**config.mk**
```make
export PLATFORM = sky130hd
export DESIGN_NAME = gfx_wbm_read_arbiter
export DESIGN_NICKNAME = d
export VERILOG_FILES = /design/src/rtl/gfx_pkg.sv /design/src/rtl/gfx_rr_pick.sv /design/src/rtl/gfx_wbm_read_arbiter.sv
export SDC_FILE = /design/constraint.sdc
export NUM_CORES = 1
export LEC_CHECK = 0
export ABC_AREA = 1
export CAP_MARGIN = 20
export CORE_AREA = 2 2 98 109
export DETAILED_ROUTE_END_ITERATION = 6
export DIE_AREA = 0 0 100 111
export PLACE_DENSITY_LB_ADDON = 0.05
export REMOVE_ABC_BUFFERS = 1
export SYNTH_ARGS = -nofsm -noshare
export SYNTH_HDL_FRONTEND = slang
export SYNTH_HIERARCHICAL = 1
export SYNTH_SLANG_ARGS = --single-unit
```
**constraint.sdc**
```tcl
create_clock -name clk_i -period 4.2 [get_ports clk_i]
set_input_delay 1.26 -clock clk_i [delete_from_list [all_inputs] [get_ports clk_i]]
set_output_delay 1.26 -clock clk_i [all_outputs]
set_load 0.02 [all_outputs]
```
**src/rtl/gfx_pkg.sv**
```systemverilog
// Shared definitions for the pixel-pipeline Wishbone arbiters: requester
// indices, arbiter state encoding and the default requester count.
package gfx_pkg;

   localparam int NUM_REQ_DEFAULT = 3;

   localparam int REQ_ZBUF  = 0;
   localparam int REQ_TEX   = 1;
   localparam int REQ_BLEND = 2;

   typedef enum logic {
      IDLE = 1'b0,
      READ = 1'b1
   } arb_state_e;

endpackage

```
**src/rtl/gfx_rr_pick.sv**
```systemverilog
// Combinational round-robin priority encoder: the first requester at or after
// ptr_i (wrapping) wins. Shared by the read- and write-side arbiters.
module gfx_rr_pick #(
   parameter  int NUM_REQ = 3,
   localparam int PW      = (NUM_REQ > 1) ? $clog2(NUM_REQ) : 1
) (
   input  logic [NUM_REQ-1:0] req_i,
   input  logic [PW-1:0]      ptr_i,
   output logic [PW-1:0]      win_o,
   output logic               valid_o
);

   logic [2*NUM_REQ-1:0] dbl;
   logic [NUM_REQ-1:0]   rot;
   logic [PW:0]          off;
   logic [PW:0]          sum;

   always_comb begin
      dbl     = {req_i, req_i} >> ptr_i;
      rot     = dbl[NUM_REQ-1:0];
      off     = '0;
      valid_o = 1'b0;
      // Scan downwards so the smallest offset from the pointer is kept last.
      for (int k = NUM_REQ - 1; k >= 0; k--) begin
         if (rot[k]) begin
            off     = (PW+1)'(k);
            valid_o = 1'b1;
         end
      end
      sum = {1'b0, ptr_i} + off;
      if (sum >= (PW+1)'(NUM_REQ)) begin
         sum = sum - (PW+1)'(NUM_REQ);
      end
      win_o = sum[PW-1:0];
   end

endmodule

```
**src/rtl/gfx_wbm_read_arbiter.sv**
```systemverilog
// Round-robin arbiter sharing one Wishbone read master among the z-buffer,
// texture and blender readers; one outstanding read, grant held until ack.
module gfx_wbm_read_arbiter
   import gfx_pkg::*;
#(
   parameter  int NUM_REQ = NUM_REQ_DEFAULT,
   localparam int PW      = (NUM_REQ > 1) ? $clog2(NUM_REQ) : 1
) (
   input  logic                  clk_i,
   input  logic                  rst_i,
   input  logic [NUM_REQ-1:0]    req_i,
   input  logic [NUM_REQ*30-1:0] addr_i,
   input  logic [NUM_REQ*4-1:0]  sel_i,
   output logic [NUM_REQ-1:0]    ack_o,
   output logic [31:0]           data_o,
   output logic [NUM_REQ-1:0]    busy_o,
   output logic                  m_request_o,
   output logic [29:0]           m_addr_o,
   output logic [3:0]            m_sel_o,
   input  logic                  m_ack_i,
   input  logic [31:0]           m_data_i,
   input  logic                  m_busy_i
);

   arb_state_e         state_q, state_d;
   logic [PW-1:0]      grant_q, grant_d;
   logic [PW-1:0]      ptr_q, ptr_d;
   logic [29:0]        addr_q, addr_d;
   logic [3:0]         sel_q, sel_d;
   logic [NUM_REQ-1:0] ack_q, ack_d;
   logic [31:0]        data_q, data_d;

   logic [PW-1:0]      win;
   logic               win_valid;
   logic [29:0]        win_addr;
   logic [3:0]         win_sel;

   gfx_rr_pick #(.NUM_REQ(NUM_REQ)) u_pick (
      .req_i   (req_i),
      .ptr_i   (ptr_q),
      .win_o   (win),
      .valid_o (win_valid)
   );

   always_comb begin
      win_addr = '0;
      win_sel  = '0;
      for (int i = 0; i < NUM_REQ; i++) begin
         if (win == PW'(i)) begin
            win_addr = addr_i[30*i +: 30];
            win_sel  = sel_i[4*i +: 4];
         end
      end
   end

   always_comb begin
      state_d = state_q;
      grant_d = grant_q;
      ptr_d   = ptr_q;
      addr_d  = addr_q;
      sel_d   = sel_q;
      ack_d   = '0;
      data_d  = data_q;
      case (state_q)
         IDLE: begin
            // A stray m_ack_i here belongs to no transaction and is dropped.
            if (win_valid && !m_busy_i) begin
               grant_d = win;
               addr_d  = win_addr;
               sel_d   = win_sel;
               state_d = READ;
            end
         end
         READ: begin
            if (m_ack_i) begin
               for (int i = 0; i < NUM_REQ; i++) begin
                  ack_d[i] = (grant_q == PW'(i));
               end
               data_d  = m_data_i;
               ptr_d   = (grant_q == PW'(NUM_REQ - 1)) ? '0 : grant_q + PW'(1);
               state_d = IDLE;
            end
         end
         default: state_d = IDLE;
      endcase
   end

   always_ff @(posedge clk_i) begin
      if (rst_i) begin
         state_q <= IDLE;
         grant_q <= '0;
         ptr_q   <= '0;
         addr_q  <= '0;
         sel_q   <= 4'hF;
         ack_q   <= '0;
         data_q  <= '0;
      end else begin
         state_q <= state_d;
         grant_q <= grant_d;
         ptr_q   <= ptr_d;
         addr_q  <= addr_d;
         sel_q   <= sel_d;
         ack_q   <= ack_d;
         data_q  <= data_d;
      end
   end

   assign m_request_o = (state_q == READ);
   assign m_addr_o    = addr_q;
   assign m_sel_o     = sel_q;
   assign ack_o       = ack_q;
   assign data_o      = data_q;
   assign busy_o      = {NUM_REQ{(state_q != IDLE) | m_busy_i}};

endmodule
```
Word-level counts from Yosys, hierarchy flattened:

Index checks and enable logic that the tools add are counted.

* input port bits: 141
* memory bits (writable): 0
* latch bits: 0
* memories: 0
* register bits: 74
* bits in read-only memories: 0
* output and inout bits: 73

* multipliers: 0
* reduce and logical (&&, ||, !) cells: 7
* $add $sub $neg: 3
* bitwise logic cells: 3
* shifts and indexed selects: 1
* eq/ne operators: 4
* mux-type cells: 17
* div/mod/pow operators: 0
* magnitude comparators: 1

Operator list (number)
* 30-bit 2-to-1 mux: 3
* 4-bit 2-to-1 mux: 3
* 2-bit 2-to-1 mux: 5
* 6-bit by 2-bit right shift with 3-bit output: 1
* 1-bit 2-to-1 mux: 5
* 2-bit by 1-bit == test with 1-bit output, second input constant: 2
* 2-bit == test, second input constant: 2
* 2-bit zero test: 2
* 2-bit AND reduction: 2
* 2-bit by 2-bit adder with 3-bit output: 1
* 3-bit by 2-bit greater-or-equal comparator with 1-bit output, second input constant: 1
* 3-bit OR reduction: 1
* 2-bit by 1-bit adder with 2-bit output, second input constant: 1
* 1-bit NOT: 2
* 1-bit one-hot mux with 2 select lines: 1
* 2-bit subtractor, second input constant: 1
* 1-bit logical AND: 1
* 1-bit zero test: 1
* 1-bit OR: 1

Logic depth before layout (Yosys ltp):

* depth after elaboration: 11
* depth in mapped cells: 22
* depth with buffers taken out: 20

Hierarchy:

Netlist, hierarchy kept.

By module, submodules not included
* gfx_wbm_read_arbiter: cells an instance 568, area an instance 3590.9 um^2, sequential area each 1481.4 um^2, times used 1
* gfx_rr_pick: cells an instance 36, area an instance 207.7 um^2, sequential area each 0.0 um^2, times used 1

Worst setup path after synthesis:

Ideal clock, no wire load.

* kind: input-to-reg
* start: input req_i[1]
* end: register addr_q[21] (netlist: m_addr_o[21])
* cell stages on the path: 20
* path slack: 0.696 ns
* setup time: 0.111 ns
* data required time: 4.089 ns
* arrival time: 3.393 ns
* cells stage by stage: nand2_1 nand3_2 nand2_2 inv_1 nor2_2 ha_1 inv_1 fa_1 inv_1 ha_1 inv_1 nand3_1 o21ai_0 buf_4 inv_2 buf_2 nand3_1 nand2_1 nor2_1 nor2_1

* longest elaborated chain between the ends: 11
* elaborated cells on any way between the ends: 19

Ends and longest elaborated chain
* start: declaration: RTL line gfx_wbm_read_arbiter.sv:11 `input logic [NUM_REQ-1:0] req_i,`
* 6-bit by 2-bit right shift with 3-bit output *: RTL line gfx_rr_pick.sv:19 `dbl = {req_i, req_i} >> ptr_i;`
* 2-bit 2-to-1 mux (2 in series): RTL line gfx_rr_pick.sv:25 `if (rot[k]) begin`
* 2-bit 2-to-1 mux *: RTL line gfx_rr_pick.sv:25
* 2-bit by 2-bit adder with 3-bit output *: RTL line gfx_rr_pick.sv:30 `sum = {1'b0, ptr_i} + off;`
* 3-bit by 2-bit greater-or-equal comparator with 1-bit output or 2-bit subtractor (tied branches): RTL line gfx_rr_pick.sv:31, gfx_rr_pick.sv:32
* 2-bit 2-to-1 mux *: RTL line gfx_rr_pick.sv:31 `if (sum >= (PW+1)'(NUM_REQ)) begin`
* named net win[1]: RTL line gfx_wbm_read_arbiter.sv:33 `logic [PW-1:0] win;`
* 2-bit zero test: RTL line gfx_wbm_read_arbiter.sv:49 `if (win == PW'(i)) begin`
* 30-bit 2-to-1 mux (2 in series): RTL line gfx_wbm_read_arbiter.sv:49
* 30-bit 2-to-1 mux *: RTL line gfx_wbm_read_arbiter.sv:49
* end signal: assignment: RTL line gfx_wbm_read_arbiter.sv:101 `addr_q <= addr_d;`
* end: declaration: RTL line gfx_wbm_read_arbiter.sv:28 `logic [29:0] addr_q, addr_d;`

The timed path passes the listed nets; every way through them passes the cells marked *.
A chain may end at the register's enable or synchronous reset.

Worst setup path in the final report:

* start: input req_i[1]
* end: register addr_q[11] (netlist: m_addr_o[11])

* longest elaborated chain between the ends: 11
* elaborated cells on any way between the ends: 19

Ends and longest elaborated chain (RTL line)
* 6-bit by 2-bit right shift with 3-bit output *: gfx_rr_pick.sv:19
* 2-bit 2-to-1 mux (2 in series): gfx_rr_pick.sv:25
* 2-bit 2-to-1 mux *: gfx_rr_pick.sv:25
* 2-bit by 2-bit adder with 3-bit output *: gfx_rr_pick.sv:30
* 3-bit by 2-bit greater-or-equal comparator with 1-bit output: gfx_rr_pick.sv:31
* 2-bit 2-to-1 mux *: gfx_rr_pick.sv:31
* named net win[0]: gfx_wbm_read_arbiter.sv:33
* 2-bit zero test: gfx_wbm_read_arbiter.sv:49
* 30-bit 2-to-1 mux (2 in series): gfx_wbm_read_arbiter.sv:49
* 30-bit 2-to-1 mux *: gfx_wbm_read_arbiter.sv:49

Marked as above.

==> flow_metrics.py <==
metrics = {
    "critical_path": {
        "cp.required_ns": 4.43,
        "critPathMaxFanout": 14,
        "crit_buf_inv": 6,
        "cp.arrival_ns": 4.18,
        "crit_family": "buffers and inverters",
        "cp-start-kind": "input pin",
        "cp-end-kind": "register",
        "cp_slowest_stage_delay_ns": 0.50,
        "worstSetupPathType": "in -> reg",
        "cp_slowest_cell": "clkdlybuf4s50_1",
        "path_cells": "clkdlybuf4s50_1 > nand2_1 > nand3_1 > nand2_2 > nor2_2 > ha_1 > inv_1 > fa_1 > inv_1 > ha_1 > inv_1 > nand3_4 > xor2_4 > inv_2 > buf_12 > nand3_1 > nand2_1 > nor2_1 > nor2_1",
        "cp_common_cell": "inv_1",
    },
    "timing": {
        "slew_violations": 0,
        "fmax_ghz": 0.254,
        "finalHoldViolCount": 0,
        "post-route-period-util_pct": 93.9,
        "maxSlewHeadroom_pct": 48.3,
        "fin_tns_setup_ns": 0,
        "worst_slack_ns": 0.256,
        "fin_worst_skew_ns": 0.00605,
        "period_minus_slack_ns": 3.94,
        "setup_viol": 0,
        "tightestPinTransition_ns": 0.774,
        "rsz0062_at_grt": "false",
    },
    "detailed_routing": {
        "via_per_inst": 4.76,
        "first_pass_iters": 4,
        "drc_errors": 0,
        "post_drt_wl_per_cell_um": 13.0,
        "vias": 4457,
        "drt-initial-drc-count": 151,
        "ant_nets": 0,
        "routed_wl_mm": 12.2,
    },
    "die": {
        "fp.coreArea_sq_um": 10100,
        "start_util_pct": 37.4,
        "rows": 39,
        "die_area_sq_um": 11100,
        "die_h_um": 111,
        "die_w_um": 100,
        "ioPinCount": 214,
    },
    "status": {
        "status": "completed",
    },
    "clock_network": {
        "clkSinkCount": 74,
        "clkLatencyLatePin_ns": 0.34,
        "cts_made_buffers": 9,
        "cts_tree": "done",
        "cts.htree.levels": 3,
        "clk_pin_slew_ns": 0.06,
        "cts_buffer_depth": 2,
        "cts-root-buf": "clkbuf_16",
        "ctsHoldBuffers": 0,
    },
    "pwr": {
        "p_switching_mw": 0.863,
        "power.internal_mw": 1.62,
        "ir_drop_v": 0.000176,
        "fin_total_pwr_mw": 2.49,
        "power_frac_clock_pct": 27.5,
        "seq_power_share_pct": 32.4,
        "powerDensity_nw_per_um2": 391,
        "leakage_nw": 2.78,
        "switching_share_pct": 34.7,
        "power_frac_comb_pct": 40.0,
    },
    "synth": {
        "synth_edf_count": 0,
        "async_flop_share_pct": 0,
        "yosys_warnings": 6,
        "seq_area_frac_synth_pct": 39.0,
        "ys_types": 23,
        "yosys.area.top_type": "dfxtp_1",
        "synth_ff_type": "dfxtp_1",
        "ys_ff_latch": 74,
        "syn_area_sq_um": 3800,
        "postSynthCellCount": 604,
        "netlist.area_leader.share_pct": 39.0,
        "syn_area_per_cell_sq_um": 6.29,
        "synth_area_leaders": "dfxtp_1 39%, nand2_1 17%, nor2_1 13%, nand3_1 10%, o21ai_1 4.3%",
    },
    "finish": {
        "diodes": 0,
        "layout_common_cells": "213 x clkdlybuf4s50_1, 176 x nand2_1, 133 x nor2_1, 77 x nand3_1, 74 x dfxtp_1",
        "fin_nets": 954,
        "mostFrequentLayoutCell": "clkdlybuf4s50_1",
        "area_delta_synth_final_pct": 67.4,
        "drive_gt1_share_pct": 6.77,
    },
    "global_route": {
        "grt_usage_pct": 22.3,
        "antenna_found_initial": 0,
        "globalRouteOverflowTotal": 0,
        "grt_pass1_wl_mm": 19.9,
        "grt_max_degree": 44,
        "grt_pass1_vias": 4282,
    },
    "placement": {
        "place_hpwl_mm": 9.04,
        "port_buffers": 213,
        "place.gp.congestion": 0.835,
        "dp_slack_ns": -0.178,
    },
    "hold_path": {
        "hold_path.class": "reg -> reg",
    },
    "flow_run": {
        "max-cap-violations": 0,
    },
}
[cell usage after synthesis, types with 2 or more instances]
cell type and count:
nand2_1 176, nor2_1 133, nand3_1 78, dfxtp_1 74, inv_1 38, o21ai_1 33
buf_2 20, buf_4 10, inv_2 7, o21ai_0 6, clkbuf_1 5, a21oi_1 4
nand2_2 4, buf_6 3, nand3_2 3, ha_1 2, nor2_4 2
[cells by family after synthesis]
| family | Yosys count | share of synthesized area [%] |
|---|---|---|
| xor+xnor | 1 | 0.231 |
| fa+ha+maj | 3 | 1.19 |
| simple gates | 400 | 43.5 |
| compound gates | 43 | 5.67 |
| flops | 74 | 39.0 |
| buf+inv | 83 | 10.4 |
[layout make-up]
class | count | area, sq um
fill | 968 | 3790
clock inverter | 5 | 33.8
timing repair buffer | 233 | 2330
inverter | 45 | 169
sequential | 74 | 1480
tap | 123 | 154
multi-input combinational | 447 | 1960
clock buffer | 9 | 225
[worst register-to-register path: stages, from the launching register on]
cell	delay (ns)
dfxtp_1	0.47
inv_2	0.10
nand2_2	0.10
nand3_2	0.07
nand2_2	0.06
inv_1	0.04
nor2_2	0.07
ha_1	0.14
inv_1	0.05
fa_1	0.50
inv_1	0.06
ha_1	0.18
inv_1	0.09
nand3_4	0.13
xor2_4	0.29
inv_2	0.12
buf_12	0.16
nand3_1	0.07
nand2_1	0.05
nor2_1	0.13
nor2_1	0.05
[stage by stage]
| stage | cell area (sq um) | cells | util, % | hold slack [ns] |
|---|---|---|---|---|
| after global placement | 6080 | 921 | 59.9 | 0.454 |
| after detailed placement | 6080 | 921 | 59.9 | 0.458 |
| after floorplan | 3570 | 566 | - | 0.433 |
| after global routing | 6360 | 936 | 62.6 | 0.497 |
| final | 6360 | 936 | 62.6 | 0.471 |
| after CTS | 6340 | 935 | 62.5 | 0.475 |
[worst paths after layout]
| path | slack (ns) | startpoint | cells after the start | to |
|---|---|---|---|---|
| setup reg to reg | 1.17 | ptr_q[0] | 20 | m_addr_o[11] |
| hold / removal | 0.47 | m_sel_o[3] | 2 | m_sel_o[3] |
| hold reg to reg | 0.47 | m_sel_o[3] | 2 | m_sel_o[3] |
| setup / recovery | 0.26 | req_i[1] | 19 | m_addr_o[11] |
[power by group through the flow]
stage | registers, mW | logic [mW] | clock network [mW]
detailed placement | 0.822 | 0.994 | 0
global placement | 0.819 | 0.983 | 0
floorplan | 0.896 | 0.415 | 0
global route | 0.815 | 1.10 | 0.734
finish | 0.807 | 0.996 | 0.684
CTS | 0.807 | 0.999 | 0.701
[metal layers]
metal | track usage [%] | up-vias | part of all wire (%)
li1 | - | 2287 | -
met1 | 26.4 | 1972 | 42
met2 | 37.3 | 176 | 47
met3 | 7.63 | 22 | 8.9
met4 | 7.58 | 0 | 2.0
met5 | 0 | - | 0
[timing repair]
action | 4_1_cts | 5_1_grt
setup buffers | 0 | 1
endpoints found under the setup margin | 0 | 31
gates resized for setup | 0 | 2
[sequential cells by signal, indices dropped and copies added, names as in the netlist]
register,flops
m_addr_o,30
ptr_q,2
data_o,32
m_request_o,1
grant_q,2
m_sel_o,4
ack_o,3
Note: power is estimated with default switching activity, not from simulation.
